===== src/rtl/noc_output_allocator_if.sv =====
// Flit handshake between the input ports and one router output port.
// Valid/ready: an input's flit moves when req_i[i] & grant_o[i] & out_ready_i
// are all high at a rising clock edge. grant_o doubles as the data-mux select
// and, ANDed with out_ready_i, as each input's ready. A presented flit (and its
// head/tail flags) must stay unchanged until it moves.
interface noc_output_allocator_if #(
    parameter int N_REQ = 5
);
    logic [N_REQ-1:0] req_i;
    logic [N_REQ-1:0] head_i;
    logic [N_REQ-1:0] tail_i;
    logic             out_ready_i;
    logic [N_REQ-1:0] grant_o;
    logic             out_valid_o;

    // Input-port / downstream side.
    modport master (
        output req_i,
        output head_i,
        output tail_i,
        output out_ready_i,
        input  grant_o,
        input  out_valid_o
    );

    // Allocator side.
    modport slave (
        input  req_i,
        input  head_i,
        input  tail_i,
        input  out_ready_i,
        output grant_o,
        output out_valid_o
    );
endinterface


===== src/rtl/noc_output_allocator.sv =====
// Wormhole output-port allocator: round-robin arbitration among head flits,
// packet-long lock from head to tail, and a stall watchdog that frees the port
// when the owning input stops supplying flits.
module noc_output_allocator #(
    parameter int N_REQ     = 5,
    parameter int MAX_STALL = 16,
    parameter int CNT_W     = 8
) (
    input  logic                       clk,
    input  logic                       arst,
    noc_output_allocator_if.slave      bus,
    output logic                       locked_o,
    output logic [$clog2(N_REQ)-1:0]   owner_o,
    output logic [CNT_W-1:0]           flit_cnt_o,
    output logic                       timeout_o
);

    localparam int IDX_W   = $clog2(N_REQ);
    localparam int STALL_W = (MAX_STALL > 1) ? $clog2(MAX_STALL + 1) : 1;

    typedef enum logic {
        ST_IDLE   = 1'b0,
        ST_LOCKED = 1'b1
    } state_t;

    state_t             state_q, state_d;
    logic [IDX_W-1:0]   rr_q, rr_d;
    logic [IDX_W-1:0]   owner_q, owner_d;
    logic [CNT_W-1:0]   flit_cnt_q, flit_cnt_d;
    logic [STALL_W-1:0] stall_q, stall_d;

    logic [N_REQ-1:0]   cand;
    logic               found;
    logic [IDX_W-1:0]   winner;
    logic               locked;
    logic               owner_req;
    logic               owner_tail;
    logic               xfer;
    logic               tail_xfer;
    logic               stall_hit;
    logic [CNT_W-1:0]   cnt_inc;
    logic [IDX_W-1:0]   next_ptr;
    logic [N_REQ-1:0]   grant;

    // (base + off) mod N_REQ, used for the round-robin scan and pointer advance.
    function automatic logic [IDX_W-1:0] wrap_add(input logic [IDX_W-1:0] base,
                                                  input int unsigned      off);
        int unsigned s;
        s = int'(base) + off;
        if (s >= N_REQ) s = s - N_REQ;
        return IDX_W'(s);
    endfunction

    // Only head flits may open a packet; body/tail flits of unowned inputs never compete.
    assign cand = bus.req_i & bus.head_i;

    // Round-robin pick: first candidate at or above the pointer, wrapping.
    always_comb begin
        found  = 1'b0;
        winner = '0;
        for (int unsigned i = 0; i < N_REQ; i++) begin
            if (!found && cand[wrap_add(rr_q, i)]) begin
                found  = 1'b1;
                winner = wrap_add(rr_q, i);
            end
        end
    end

    // Owner-side handshake, saturating counter increment and watchdog trip.
    always_comb begin
        locked     = (state_q == ST_LOCKED);
        owner_req  = bus.req_i[owner_q];
        owner_tail = bus.tail_i[owner_q];
        xfer       = locked && owner_req && bus.out_ready_i;
        tail_xfer  = xfer && owner_tail;
        cnt_inc    = (&flit_cnt_q) ? flit_cnt_q : flit_cnt_q + CNT_W'(1);
        next_ptr   = wrap_add(owner_q, 1);
        // Trips in the MAX_STALL-th consecutive cycle the owner shows no flit.
        stall_hit  = (MAX_STALL > 0) && locked && !owner_req &&
                     ((32'(stall_q) + 32'd1) == 32'(MAX_STALL));
    end

    // Next-state logic for the IDLE/LOCKED FSM and its counters.
    always_comb begin
        state_d    = state_q;
        rr_d       = rr_q;
        owner_d    = owner_q;
        flit_cnt_d = flit_cnt_q;
        stall_d    = stall_q;
        case (state_q)
            ST_IDLE: begin
                flit_cnt_d = '0;
                stall_d    = '0;
                if (found) begin
                    state_d = ST_LOCKED;
                    owner_d = winner;
                end
            end
            ST_LOCKED: begin
                if (xfer) flit_cnt_d = cnt_inc;
                // Backpressure is not a stall: only a missing owner flit counts.
                if (owner_req)       stall_d = '0;
                else if (!(&stall_q)) stall_d = stall_q + STALL_W'(1);
                // Tail transfer and watchdog both release; the tail wins on ties.
                if (tail_xfer || stall_hit) begin
                    state_d    = ST_IDLE;
                    rr_d       = next_ptr;
                    owner_d    = '0;
                    flit_cnt_d = '0;
                    stall_d    = '0;
                end
            end
            default: begin
                state_d    = ST_IDLE;
                owner_d    = '0;
                flit_cnt_d = '0;
                stall_d    = '0;
            end
        endcase
    end

    // State registers; reset drops any lock immediately.
    always_ff @(posedge clk or negedge arst) begin
        if (!arst) begin
            state_q    <= ST_IDLE;
            rr_q       <= '0;
            owner_q    <= '0;
            flit_cnt_q <= '0;
            stall_q    <= '0;
        end else begin
            state_q    <= state_d;
            rr_q       <= rr_d;
            owner_q    <= owner_d;
            flit_cnt_q <= flit_cnt_d;
            stall_q    <= stall_d;
        end
    end

    // One-hot grant decoded from the registered owner while locked.
    always_comb begin
        grant = '0;
        if (locked) grant[owner_q] = 1'b1;
    end

    assign bus.grant_o     = grant;
    assign bus.out_valid_o = locked && owner_req;
    assign locked_o        = locked;
    assign owner_o         = owner_q;
    // Count includes the flit moving this cycle, so the tail cycle shows the packet length.
    assign flit_cnt_o      = xfer ? cnt_inc : flit_cnt_q;
    assign timeout_o       = stall_hit && !tail_xfer;

    // Structural invariants of the grant.
    a_grant_onehot: assert property (@(posedge clk) disable iff (!arst) $onehot0(grant));
    a_grant_hold:   assert property (@(posedge clk) disable iff (!arst)
                                     (bus.out_valid_o && !bus.out_ready_i) |=> $stable(grant));

endmodule


===== src/flat_wrapper.sv =====
// flat-port wrapper written by rule: the top's interface ports become plain ports
module noc_output_allocator_flat 
#(
    parameter int N_REQ     = 5,
    parameter int MAX_STALL = 16,
    parameter int CNT_W     = 8
)
  (clk, arst, locked_o, owner_o, flit_cnt_o, timeout_o, bus_req_i, bus_head_i, bus_tail_i, bus_out_ready_i, bus_grant_o, bus_out_valid_o);
  noc_output_allocator_if #(.N_REQ(N_REQ)) bus_i ();
  input  logic clk;
  input  logic arst;
  output logic locked_o;
  output logic [$clog2(N_REQ)-1:0] owner_o;
  output logic [CNT_W-1:0] flit_cnt_o;
  output logic timeout_o;
  input wire logic [$bits(bus_i.req_i)-1:0] bus_req_i;
  input wire logic [$bits(bus_i.head_i)-1:0] bus_head_i;
  input wire logic [$bits(bus_i.tail_i)-1:0] bus_tail_i;
  input wire logic [$bits(bus_i.out_ready_i)-1:0] bus_out_ready_i;
  output wire logic [$bits(bus_i.grant_o)-1:0] bus_grant_o;
  output wire logic [$bits(bus_i.out_valid_o)-1:0] bus_out_valid_o;
  assign bus_i.req_i = bus_req_i;
  assign bus_i.head_i = bus_head_i;
  assign bus_i.tail_i = bus_tail_i;
  assign bus_i.out_ready_i = bus_out_ready_i;
  assign bus_grant_o = bus_i.grant_o;
  assign bus_out_valid_o = bus_i.out_valid_o;
  noc_output_allocator #(.N_REQ(N_REQ), .MAX_STALL(MAX_STALL), .CNT_W(CNT_W)) u_core (.clk(clk), .arst(arst), .bus(bus_i), .locked_o(locked_o), .owner_o(owner_o), .flit_cnt_o(flit_cnt_o), .timeout_o(timeout_o));
endmodule

===== config.mk =====
export PLATFORM = sky130hd
export DESIGN_NAME = noc_output_allocator_flat
export DESIGN_NICKNAME = d
export VERILOG_FILES = /design/src/rtl/noc_output_allocator_if.sv /design/src/rtl/noc_output_allocator.sv /design/src/flat_wrapper.sv
export SDC_FILE = /design/constraint.sdc
export NUM_CORES = 1
export LEC_CHECK = 0
export ABC_AREA = 1
export CAP_MARGIN = 40
export CORE_MARGIN = 2
export CORE_UTILIZATION = 25
export DETAILED_ROUTE_END_ITERATION = 6
export DONT_BUFFER_PORTS = 1
export GPL_TIMING_DRIVEN = 0
export HOLD_SLACK_MARGIN = 0.06
export PLACE_DENSITY = 0.43
export SLEW_MARGIN = 10
export SYNTH_ARGS = -nofsm -noshare
export SYNTH_HDL_FRONTEND = slang
export SYNTH_SLANG_ARGS = --single-unit

===== constraint.sdc =====
create_clock -name clk -period 2.65 [get_ports clk]
set_input_delay 0.265 -clock clk [delete_from_list [all_inputs] [get_ports clk]]
set_output_delay 0.265 -clock clk [all_outputs]
set_load 0.01 [all_outputs]

==> run metrics <==
EDFF count, synth=0; Crit. path cell count=16; dpl hpwl=approximately 5000 um; CP endpoint kind=flop; Placed Instance Area=0.00241 mm^2; final wirelength=about 6300 um; WP data required=approximately 2800 ps; DIE HEIGHT=99.3 um; Top FF cell, synth=dfrtp_1; Post-Syn Area=roughly 0.0023 mm^2; clock share of power=0.078; Starting DRT DRC Count=a little under 90; Overall Global Routing Usage=0.128; Final setup violation count=0; Tightest Hold Check Type=in2async; worst-path fanout max=8; fin crit period=between 2000 and 2500 ps; grt total ovfl=0; buffers and inverters on the worst path=3; vias per inst=around 4.6; peak supply drop=0.436 mV; critical path launch point type=flop; Max Slew Vio Count=0; Max Cap Viol=0; nets=402; Pre-antenna DRT Iters=5; core area=~0.0088 mm^2; period utilisation layout=0.942; Logic pwr share=0.789; Cell Chain, Critical Path=clkinv_4 -> ha_1 -> inv_1 -> fa_2 -> inv_4 -> nand2_8 -> nand2_1 -> o21ai_2 -> nand3_2 -> nand3_2 -> nand2_4 -> nand4_4 -> o21bai_4 -> nor2_1 -> nand2_1 -> nand2_1; syn avg cell area=about 6.5 um^2; status=finished, final reports clean; number of top-level pins=37; Area Growth Syn to Fin=21.3%; worst skew pair latency=between 200 and 300 ps; antenna diode count=0; Clock Root Buffer=clkbuf_8; CTS Buffer Depth=2; Psw=2.29 mW; CTS buffer count=3; Worst path top cell family by delay=simple AND/OR/NAND/NOR gates; post-layout instance area=0.00276 mm^2; RSZ-0062 raised after global routing=yes; dpl ws=-196 ps; routed via count=2,205; Die Width=about 99 um; clock transition at the registers of the reported paths=80 ps; port bufs=0; Initial Util=0.259; Max-slew headroom=0.634; share of layout cells above drive strength 1=0.234; post-synthesis cell count=between 300 and 400; Layout Skew=9.59 ps; CP Class=reg2reg; critical path data arrival time=2650 ps; CTS H-Tree Depth=1; Synth cell types=39; TNS Setup=0 ps; Post-Route Utilization=0.314; number of global-route vias before repair=1,997; CP max stage cell=dfrtp_2; num rows=34; Ys Warns=0; max incr delay on CP=between 400 and 500 ps; WL per Instance=~13 um; RD Place Congestion=roughly 0.85; achievable clock frequency=about 400 MHz; switching portion of total power=0.570; LEAKAGE=1.41 nW; pwr/cell area=roughly 1500 mW/mm^2; Final WS setup=153 ps; first-pass GRT wire length=slightly above 10,000 um; Sink Count=20; syn_nets=381; async set-reset flop share out of synthesis=1.00; TritonCTS clock tree=done; Die Area=about 0.0099 mm^2; largest net degree at the start of global routing=21; r2r worst-path depth=16; Synth Register Bits=20; Fin. Hold Viols=0; worst hold slack=325 ps; drt drc=0; actual slew at the worst max-slew pin=around 540 ps; most used cell, CP=nand2_1; sequential share of the synthesized area=0.220; Int Pwr=1.73 mW; initial antenna violation count=0; Reg power frac=0.133; Post-DRT Antenna Nets=0
-- cell usage in the layout (no fill, tap or decap), drive strengths merged --
| master | instances |
|---|---|
| a211oi | 1 |
| nor4 | 2 |
| nand3 | 40 |
| nand2 | 106 |
| clkinv | 1 |
| ha | 14 |
| o22ai | 2 |
| bufinv | 1 |
| o211ai | 2 |
| inv | 54 |
| nor3 | 7 |
| o21bai | 2 |
| nand4 | 15 |
| xnor2 | 1 |
| a31oi | 2 |
| a21oi | 3 |
| or2 | 1 |
| dlygate4sd3 | 1 |
| nor2 | 37 |
| dfrtp | 20 |
| buf | 19 |
| a22oi | 1 |
| xor2 | 9 |
| o21ai | 20 |
| o21a | 1 |
| mux2i | 2 |
| clkbuf | 3 |
| fa | 1 |
-- path summary, 6_finish.rpt --
path,from,to,slack (ps)
setup / recovery,u_core.rr_q[0]$_DFFE_PN0P_,u_core.owner_o[1]$_DFFE_PN0P_,150
hold / removal,arst,u_core.flit_cnt_q[2]$_DFF_PN0_,320
setup reg to reg,u_core.rr_q[0]$_DFFE_PN0P_,u_core.owner_o[1]$_DFFE_PN0P_,150
hold reg to reg,u_core.stall_q[0]$_DFFE_PN0P_,u_core.stall_q[0]$_DFFE_PN0P_,540
max in group asynchronous,arst,u_core.rr_q[0]$_DFFE_PN0P_,1910
min in group clk,bus_out_ready_i,u_core.flit_cnt_q[6]$_DFF_PN0_,360
-- area by class of cell --
cell class	instances	area, um^2
Clock buffer	3	41.3
Fill cell	969	6010
Clock inverter	1	30.0
Tap cell	108	135
Multi-Input combinational cell	269	1660
Buffer	4	25.0
Timing Repair Buffer	16	143
Inverter	55	219
Sequential cell	20	507
-- cells in the mapped netlist, types with 2 or more instances --
cell,n,share of area
nand3_2,4,0.018
nand2_2,6,0.017
mux2i_1,2,0.0088
nor2_4,3,0.015
ha_1,14,0.077
o211ai_1,2,0.0066
nor3_1,7,0.015
dfrtp_1,20,0.22
o21ai_0,14,0.031
inv_2,7,0.012
inv_1,47,0.078
a31oi_1,2,0.0055
nor2_2,2,0.0055
o22ai_1,2,0.0055
nor2_1,31,0.051
o21ai_1,4,0.0088
nand2_1,98,0.16
nand4_4,2,0.019
nor4_1,2,0.0055
xor2_1,9,0.035
a21oi_1,3,0.0066
buf_4,2,0.0066
buf_2,2,0.0044
nand4_1,12,0.033
nand2_4,2,0.0099
nand3_1,36,0.079
-- power by group through the flow --
stage          logic, mW  registers (mW)  clock network (mW)
6_report            3.17           0.534               0.313
2_1_floorplan       2.10           0.504                   0
4_1_cts             2.68           0.546               0.326
3_3_place_gp        2.62           0.545                   0
5_1_grt             3.56           0.545               0.333
3_5_place_dp        2.63           0.546                   0
-- kinds of logic after synthesis --
group                      synth area share
and+or+nand+nor                       0.447
buffers and inverters                 0.103
AOI/OAI and AO/OA                    0.0964
DFF                                   0.220
adders and majority gates            0.0860
xor gates and xnor gates             0.0386
muxes                               0.00882
-- state kept, by name, summed over array words and instances, names as in the netlist --
register           count
u_core.stall_q         5
u_core.rr_q            3
u_core.owner_o         3
u_core.locked_o        1
u_core.flit_cnt_q      8
-- per-stage QoR --
step | std cells | power, mW
3_3_place_gp | 456 | 3.17
6_report | 476 | 4.02
2_1_floorplan | 348 | 2.60
4_1_cts | 461 | 3.55
3_5_place_dp | 456 | 3.18
5_1_grt | 476 | 4.44
-- worst register-to-register path: cells and delay by family (launching register included) --
family / cells / cell delay [ps]
AO/OA/AOI/OAI: 2 / 350
adder cells (fa/ha/maj): 2 / 540
buffers and inverters: 3 / 250
flip-flops: 1 / 430
AND/OR/NAND/NOR: 9 / 820
-- layer usage --
| layer | vias to the layer above | share of wire | GRT usage | wire, um |
|---|---|---|---|---|
| li1 | 1171 | - | - | - |
| met2 | 33 | 0.43 | 0.190 | 2720 |
| met1 | 997 | 0.52 | 0.195 | 3300 |
| met5 | - | 0 | 0 | 0 |
| met3 | 4 | 0.038 | 0.0190 | 239 |
| met4 | 0 | 0.0082 | 0.0285 | 52 |
-- repair_timing --
item | 4_1_cts | 5_1_grt
pin swaps | 0 | 8
setup buffers | 0 | 14
gates resized for setup | 9 | 36
hold endpoints to repair | 20 | 0
hold buffers | 1 | 0
endpoints found under the setup margin | 4 | 8
cloned | 0 | 0
No activity file was read; power rests on OpenSTA's default activity.
